### src/rtl/ex_mem_pipe_if.sv
// Bundle of execute-side and memory-side handshake/lane signals around the EX/MEM register.
// master: execute producer plus memory consumer; slave: the pipeline register itself.
interface ex_mem_pipe_if #(
  parameter int DATA_W = 32,
  parameter int ADDR_W = 5,
  parameter int LANES  = 1
);
  logic                     ex_valid;
  logic                     ex_ready;
  logic [LANES*ADDR_W-1:0]  ex_wd;
  logic [LANES-1:0]         ex_wreg;
  logic [LANES*DATA_W-1:0]  ex_wdata;
  logic                     mem_valid;
  logic                     mem_ready;
  logic [LANES*ADDR_W-1:0]  mem_wd;
  logic [LANES-1:0]         mem_wreg;
  logic [LANES*DATA_W-1:0]  mem_wdata;

  modport master (
    output ex_valid, ex_wd, ex_wreg, ex_wdata, mem_ready,
    input  ex_ready, mem_valid, mem_wd, mem_wreg, mem_wdata
  );

  modport slave (
    input  ex_valid, ex_wd, ex_wreg, ex_wdata, mem_ready,
    output ex_ready, mem_valid, mem_wd, mem_wreg, mem_wdata
  );
endinterface

### src/rtl/ex_mem_pipe.sv
// Multi-lane EX/MEM pipeline register with skid buffer, flush and lane write-collision filter.
// Optional saturating backpressure counter enabled by defining EX_MEM_STALL_CNT_EN.
module ex_mem_pipe #(
  parameter int DATA_W = 32,
  parameter int ADDR_W = 5,
  parameter int LANES  = 1
) (
  input  logic          clk,
  input  logic          rst,
  input  logic          flush,
  ex_mem_pipe_if.slave  bus
`ifdef EX_MEM_STALL_CNT_EN
  ,
  output logic [15:0]   stall_cnt
`endif
);

  localparam int WD_W    = LANES * ADDR_W;
  localparam int WDATA_W = LANES * DATA_W;

  logic                m_valid_r, m_valid_s;
  logic [WD_W-1:0]     m_wd_r, m_wd_s;
  logic [LANES-1:0]    m_wreg_r, m_wreg_s;
  logic [WDATA_W-1:0]  m_wdata_r, m_wdata_s;

  logic                s_valid_r, s_valid_s;
  logic [WD_W-1:0]     s_wd_r, s_wd_s;
  logic [LANES-1:0]    s_wreg_r, s_wreg_s;
  logic [WDATA_W-1:0]  s_wdata_r, s_wdata_s;

  logic                ex_ready_r, ex_ready_s;
  logic                in_xfer_s, out_xfer_s;
  logic [LANES-1:0]    in_wreg_s;

  // A lower lane loses its write enable when a higher enabled lane targets the same address.
  function automatic logic [LANES-1:0] filter_wreg(input logic [WD_W-1:0]  wd,
                                                   input logic [LANES-1:0] wreg);
    logic [LANES-1:0] keep;
    keep = wreg;
    for (int i = 0; i < LANES; i++) begin
      for (int j = i + 1; j < LANES; j++) begin
        keep[i] = keep[i] & ~(wreg[i] & wreg[j] &
                              (wd[i*ADDR_W +: ADDR_W] == wd[j*ADDR_W +: ADDR_W]));
      end
    end
    return keep;
  endfunction

  assign in_xfer_s  = bus.ex_valid & ex_ready_r;
  assign out_xfer_s = m_valid_r & bus.mem_ready;
  assign in_wreg_s  = filter_wreg(bus.ex_wd, bus.ex_wreg);

  // Next-state selection for main and skid registers.
  always_comb begin
    m_valid_s = m_valid_r;
    m_wd_s    = m_wd_r;
    m_wreg_s  = m_wreg_r;
    m_wdata_s = m_wdata_r;
    s_valid_s = s_valid_r;
    s_wd_s    = s_wd_r;
    s_wreg_s  = s_wreg_r;
    s_wdata_s = s_wdata_r;
    if (flush) begin
      m_valid_s = 1'b0;
      m_wd_s    = {WD_W{1'b0}};
      m_wreg_s  = {LANES{1'b0}};
      m_wdata_s = {WDATA_W{1'b0}};
      s_valid_s = 1'b0;
    end else if (!m_valid_r || out_xfer_s) begin
      // The skid entry is older than anything on the input, so it drains first.
      if (s_valid_r) begin
        m_valid_s = 1'b1;
        m_wd_s    = s_wd_r;
        m_wreg_s  = s_wreg_r;
        m_wdata_s = s_wdata_r;
        s_valid_s = 1'b0;
      end else if (in_xfer_s) begin
        m_valid_s = 1'b1;
        m_wd_s    = bus.ex_wd;
        m_wreg_s  = in_wreg_s;
        m_wdata_s = bus.ex_wdata;
      end else begin
        m_valid_s = 1'b0;
        m_wd_s    = {WD_W{1'b0}};
        m_wreg_s  = {LANES{1'b0}};
        m_wdata_s = {WDATA_W{1'b0}};
      end
    end else begin
      if (in_xfer_s) begin
        s_valid_s = 1'b1;
        s_wd_s    = bus.ex_wd;
        s_wreg_s  = in_wreg_s;
        s_wdata_s = bus.ex_wdata;
      end else begin
        s_valid_s = s_valid_r;
      end
    end
    ex_ready_s = ~s_valid_s;
  end

  // Pipeline state registers.
  always_ff @(posedge clk or negedge rst) begin
    if (!rst) begin
      m_valid_r  <= 1'b0;
      m_wd_r     <= {WD_W{1'b0}};
      m_wreg_r   <= {LANES{1'b0}};
      m_wdata_r  <= {WDATA_W{1'b0}};
      s_valid_r  <= 1'b0;
      s_wd_r     <= {WD_W{1'b0}};
      s_wreg_r   <= {LANES{1'b0}};
      s_wdata_r  <= {WDATA_W{1'b0}};
      ex_ready_r <= 1'b1;
    end else begin
      m_valid_r  <= m_valid_s;
      m_wd_r     <= m_wd_s;
      m_wreg_r   <= m_wreg_s;
      m_wdata_r  <= m_wdata_s;
      s_valid_r  <= s_valid_s;
      s_wd_r     <= s_wd_s;
      s_wreg_r   <= s_wreg_s;
      s_wdata_r  <= s_wdata_s;
      ex_ready_r <= ex_ready_s;
    end
  end

  assign bus.ex_ready  = ex_ready_r;
  assign bus.mem_valid = m_valid_r;
  assign bus.mem_wd    = m_wd_r;
  assign bus.mem_wreg  = m_wreg_r;
  assign bus.mem_wdata = m_wdata_r;

`ifdef EX_MEM_STALL_CNT_EN
  logic [15:0] stall_cnt_r;

  // Saturating count of edges where the consumer refused a held bundle.
  always_ff @(posedge clk or negedge rst) begin
    if (!rst) begin
      stall_cnt_r <= 16'h0000;
    end else if (flush) begin
      stall_cnt_r <= 16'h0000;
    end else if (m_valid_r && !bus.mem_ready && (stall_cnt_r != 16'hFFFF)) begin
      stall_cnt_r <= stall_cnt_r + 16'h0001;
    end else begin
      stall_cnt_r <= stall_cnt_r;
    end
  end

  assign stall_cnt = stall_cnt_r;
`endif

endmodule

### src/flat_wrapper.sv
// flat-port wrapper written by rule: the top's interface ports become plain ports
module ex_mem_pipe_flat 
#(
  parameter int DATA_W = 32,
  parameter int ADDR_W = 5,
  parameter int LANES  = 1
)
  (clk, rst, flush, bus_ex_valid, bus_ex_wd, bus_ex_wreg, bus_ex_wdata, bus_mem_ready, bus_ex_ready, bus_mem_valid, bus_mem_wd, bus_mem_wreg, bus_mem_wdata);
  ex_mem_pipe_if #(.DATA_W(DATA_W), .ADDR_W(ADDR_W), .LANES(LANES)) bus_i ();
  input  logic clk;
  input  logic rst;
  input  logic flush;
  input wire logic [$bits(bus_i.ex_valid)-1:0] bus_ex_valid;
  input wire logic [$bits(bus_i.ex_wd)-1:0] bus_ex_wd;
  input wire logic [$bits(bus_i.ex_wreg)-1:0] bus_ex_wreg;
  input wire logic [$bits(bus_i.ex_wdata)-1:0] bus_ex_wdata;
  input wire logic [$bits(bus_i.mem_ready)-1:0] bus_mem_ready;
  output wire logic [$bits(bus_i.ex_ready)-1:0] bus_ex_ready;
  output wire logic [$bits(bus_i.mem_valid)-1:0] bus_mem_valid;
  output wire logic [$bits(bus_i.mem_wd)-1:0] bus_mem_wd;
  output wire logic [$bits(bus_i.mem_wreg)-1:0] bus_mem_wreg;
  output wire logic [$bits(bus_i.mem_wdata)-1:0] bus_mem_wdata;
  assign bus_i.ex_valid = bus_ex_valid;
  assign bus_i.ex_wd = bus_ex_wd;
  assign bus_i.ex_wreg = bus_ex_wreg;
  assign bus_i.ex_wdata = bus_ex_wdata;
  assign bus_i.mem_ready = bus_mem_ready;
  assign bus_ex_ready = bus_i.ex_ready;
  assign bus_mem_valid = bus_i.mem_valid;
  assign bus_mem_wd = bus_i.mem_wd;
  assign bus_mem_wreg = bus_i.mem_wreg;
  assign bus_mem_wdata = bus_i.mem_wdata;
  ex_mem_pipe #(.DATA_W(DATA_W), .ADDR_W(ADDR_W), .LANES(LANES)) u_core (.clk(clk), .rst(rst), .flush(flush), .bus(bus_i));
endmodule
### config.mk
export PLATFORM = sky130hd
export DESIGN_NAME = ex_mem_pipe_flat
export DESIGN_NICKNAME = d
export VERILOG_FILES = /design/src/rtl/ex_mem_pipe_if.sv /design/src/rtl/ex_mem_pipe.sv /design/src/flat_wrapper.sv
export SDC_FILE = /design/constraint.sdc
export NUM_CORES = 1
export LEC_CHECK = 0
export ABC_AREA = 1
export BUFFER_PORTS_ARGS = -buffer_cell sky130_fd_sc_hd__buf_2
export CORE_AREA = 2 2 116 118
export DETAILED_ROUTE_END_ITERATION = 16
export DIE_AREA = 0 0 118 120
export PLACE_DENSITY_LB_ADDON = 0.05
export SYNTH_ARGS = -nofsm -noshare
export SYNTH_HDL_FRONTEND = slang
export SYNTH_SLANG_ARGS = --single-unit
### constraint.sdc
create_clock -name clk -period 2.5 [get_ports clk]
set_clock_uncertainty 0.05 [all_clocks]
set_input_delay 0.375 -clock clk [delete_from_list [all_inputs] [get_ports clk]]
set_output_delay 0.375 -clock clk [all_outputs]
set_load 0.05 [all_outputs]
==> Word-level counts from Yosys, hierarchy flattened <==
Index checks and enable logic that the tools add are counted.
W data, S select, Z words.
{ "totals": {"inputBits": 43, "word_cells": 37, "ramBits": 0, "mem_count": 0, "output_inout_bits": 40, "rom_bits": 0, "latchBits": 0, "register_bits": 79} }
{ "op_classes": {"n_addsub": 0, "multipliers": 0, "n_reduce_logical": 4, "order_cmp": 0, "shifts": 0, "bitwise": 5, "eq_ne": 0, "div_mod_pow": 0, "muxes": 19} }
{ "op_table": {"columns": ["op", "n"], "rows": [
  ["$mux W32", 4],
  ["$mux W5", 4],
  ["$mux W1", 11],
  ["$not A1 Y1", 3],
  ["$reduce_and A3 Y1", 1],
  ["$and A1 B1 Y1", 2],
  ["$reduce_bool A2 Y1", 1],
  ["$logic_not A1 Y1", 1],
  ["$logic_or A1 B1 Y1", 1]
]} }

==> Depth between registers and ports, before layout <==
{ "depth": {"ltp_word": 5, "ltp_mapped": 7, "depth_no_buf": 5} }

==> Worst setup path before layout <==
OpenSTA, ideal clock, no wires.
{ "synth_path": {"path_kind": "register to register", "from": "register u_core.ex_ready_r, in the netlist u_core.bus.ex_ready", "to": "register u_core.s_wdata_r[30]", "setup_slack_ns": 1.003, "synth_period_minus_slack_ns": 1.497, "path_stages_with_launch": 8, "setup_ns": 0.116, "path_buffers": 2, "arrival_ns": 1.330, "required_time_ns": 2.334, "cell_sequence": "dfstp_2 nand2_1 inv_2 nand3_1 buf_4 buf_6 nand2_1 nand2_1"} }
{ "synth_between": {"elab_chain_len": 2} }
{ "synth_lines": {"columns": ["element", "line_no", "rtl"], "rows": [
  ["start: declaration", "ex_mem_pipe.sv:31", "logic ex_ready_r, ex_ready_s;"],
  ["start signal: assignment", "ex_mem_pipe.sv:122", "ex_ready_r <= ex_ready_s;"],
  ["$and A1 B1 Y1", "ex_mem_pipe.sv:49", "assign in_xfer_s = bus.ex_valid & ex_ready_r;"],
  ["$reduce_and A3 Y1 (no line)", null, null],
  ["end signal: assignment", "ex_mem_pipe.sv:111", "s_wdata_r <= {WDATA_W{1'b0}};"],
  ["end signal: assignment", "ex_mem_pipe.sv:121", "s_wdata_r <= s_wdata_s;"],
  ["end: declaration", "ex_mem_pipe.sv:29", "logic [WDATA_W-1:0] s_wdata_r, s_wdata_s;"]
]} }
No other way between the ends.
A chain may end at the register's enable or synchronous reset.

==> Worst setup path after layout <==
{ "layout_path": {"from": "register u_core.ex_ready_r, in the netlist u_core.bus.ex_ready", "to": "output bus_ex_ready"} }
{ "layout_lines": {"columns": ["element", "line_no", "rtl"], "rows": [
  ["end: declaration", "flat_wrapper.sv:18", "output wire logic [$bits(bus_i.ex_ready)-1:0] bus_ex_ready;"]
]} }
No word-level cell between the ends.

==> metrics.csv <==
metric,value,unit
Post-Place Setup Slack,780.5,ps
Critical Path RT,2080,ps
PwrDens,726.2,nW/um^2
final hold vios,0,
Buf/Inv on CP,1,
ratio of final minimum period to clock period,68.74,%
IO Count,83,
1st-iter DRT viols,138,
Worst R2R Path Depth,6,
die area,14160,sq um
layout cells sized above 1,27.61,%
Final setup viols,0,
FILL cells,1421,
CP arrival,1290,ps
Via density,4.580,
vias in the first global route,3202,
"commonest non-fill, non-tap cell in the layout",nand2_1,
1st-pass router iterations,4,
Post-DP HPWL,6548,um
CP endpoint kind,output port,
Setup crit end,bus_ex_ready,
CTS sink count,79,
sequential cell area,1978,sq um
average cell area after synthesis,8.060,sq um
post-placement cell count,707,
ANT nets after route,0,
Chip Width,118,um
die span in y,120,um
nature of the critical path startpoint,register,
Final Wtd Congestion,0.7418,
peak supply drop,0.0002923,V
stages on the worst setup path,1,
Starting Density,29.37,%
CP max stage delay,640,ps
cell family with most CP delay,flip-flops,
largest net degree at the start of global routing,54,
setup TNS,0,ps
Cells after Synth,473,
dpl cell area,4344,sq um
Worst Slack Setup Final,781.4,ps
Port Buffers,82,
Reg-to-Reg Start,u_core.bus.ex_ready,
CTS root buf,clkbuf_16,
post-CTS setup buffer count,0,
final instance area,4632,sq um
Synthesized Nets,516,
drc violations,0,
WL final,10540,um
worst r2r dst,u_core.s_wdata_r[6],
Ant. Diodes,0,
mean routed wirelength per cell,14.58,um
most frequent cells in the layout,"195 x nand2_1, 113 x nand3_1, 81 x buf_2, 78 x dfrtp_1, 36 x or2_2",
achievable clock frequency,0.5819,GHz
Slew Limit Fails,0,
largest area contributor in the netlist,dfrtp_1,
post_cts resized,0,
cts bufs inserted,9,
Worst Hold Launch,bus_ex_wdata[25],
final non-filler cell total,723,
crit path max-delay cell type,dfstp_2,
"Min Clock Period, post-route",1719,ps
"Seq/Total Area, Yosys",51.89,%
# rows,42,
status,"complete, no violations",
latest clock arrival within the worst-skew pair,340,ps
P&R area growth vs syn,21.50,%
total grt overflow,0,
CORE AREA,12980,sq um
crit-path max FO,11,
reg-to-reg setup timing slack,790,ps
first-pass GRT wire length,17050,um
antenna violations before repair,1,
CP Class,reg -> out,
Max clock buf depth,2,
Hold Crit Class,in -> reg,
CTS H-tree depth,3,
Yosys top cell area share,51.20,%
synth top area cells,"dfrtp_1 51%, nand2_1 19%, nand3_1 15%",
max-cap violations,0,
All-Layer GR Usage,15.52,%
RSZ-0062 raised after global routing,false,
CTS clock-pin slew for the worst setup and hold paths,60,ps
Mapped Area,3812,sq um
TritonCTS clock tree,yes,
yosys warns,0,
worst slew pin tran,581.0,ps
worst setup path start,u_core.bus.ex_ready,
register bit total from synthesis,79,
final core utilization,35.69,%
crit-path cells,buf_2,
vias,3311,
final net count,586,
area of the multi-input gates,1583,sq um
Rel. slew slack,61.17,%
post-synth cell types,17,
Pleak,2.618,nW
[per-layer routing]
layer	vias up	GRT usage [%]	wire length, um
met4	2	7.380	211
li1	1643	-	-
met3	17	3.375	466
met1	1568	20.70	5142
met5	-	0	13
met2	81	24.02	4707
[flip-flops by register name (all words and copies together) (netlist names)]
| name | count |
|---|---|
| u_core.bus.ex_ready | 1 |
| u_core.bus.mem_valid | 1 |
| u_core.bus.mem_wd | 5 |
| u_core.bus.mem_wdata | 32 |
| u_core.bus.mem_wreg | 1 |
| u_core.s_valid_r | 1 |
| u_core.s_wd_r | 5 |
| u_core.s_wdata_r | 32 |
| u_core.s_wreg_r | 1 |
[power breakdown]
part / leakage, nW / switching (mW) / internal [mW]
sequential: 1.03 / 0.0884 / 1.46
combinational: 1.45 / 0.385 / 0.170
clock: 0.136 / 0.506 / 0.750
[cells in the mapped netlist]
| library cell | number |
|---|---|
| nand3_1 | 114 |
| buf_6 | 7 |
| dfstp_2 | 1 |
| nand2_1 | 195 |
| or2_0 | 1 |
| o21ai_0 | 1 |
| dfrtp_1 | 78 |
| nor2_2 | 1 |
| nor2_4 | 1 |
| clkbuf_1 | 4 |
| inv_2 | 3 |
| nand2_2 | 1 |
| nor2_1 | 2 |
| buf_2 | 16 |
| buf_4 | 9 |
| or2_2 | 36 |
| inv_1 | 3 |
[cell type report]
type | instances | area share (%)
sequential | 79 | 42.71
timing repair buffer | 95 | 11.89
inverter | 6 | 0.4862
multi-input combinational | 352 | 34.17
tap | 176 | 4.754
clock buffer | 15 | 5.997
[logic make-up after synthesis]
group,Yosys count,share of synthesized area [%]
and+or+nand+nor,351,41.06
DFF,79,51.89
AOI/OAI and AO/OA,1,0.1312
buffers and inverters,42,6.925
[through the flow]
stage	hold slack, ps	power (mW)
2_1_floorplan	29.41	1.945
3_3_place_gp	278.0	2.129
3_5_place_dp	278.0	2.138
4_1_cts	213.9	3.421
5_1_grt	229.7	3.551
6_report	227.0	3.364
[what timing repair did]
action                                  4_1_cts  5_1_grt
endpoints found under the setup margin        0        0
endpoints found under the hold margin        26        0
hold buffers                                  1        0
[worst min path at each step]
stage / endpoint / slack [ps] / depth (start not counted)
4_1_cts: u_core.s_wdata_r[22] / 210 / 3
3_3_place_gp: u_core.bus.mem_wdata[3] / 280 / 1
2_1_floorplan: u_core.bus.mem_valid / 30 / 0
3_5_place_dp: u_core.bus.mem_wdata[3] / 280 / 1
5_1_grt: u_core.s_wdata_r[22] / 230 / 3
6_report: u_core.s_wdata_r[25] / 230 / 3
Note: power is estimated with default switching activity, not from simulation.
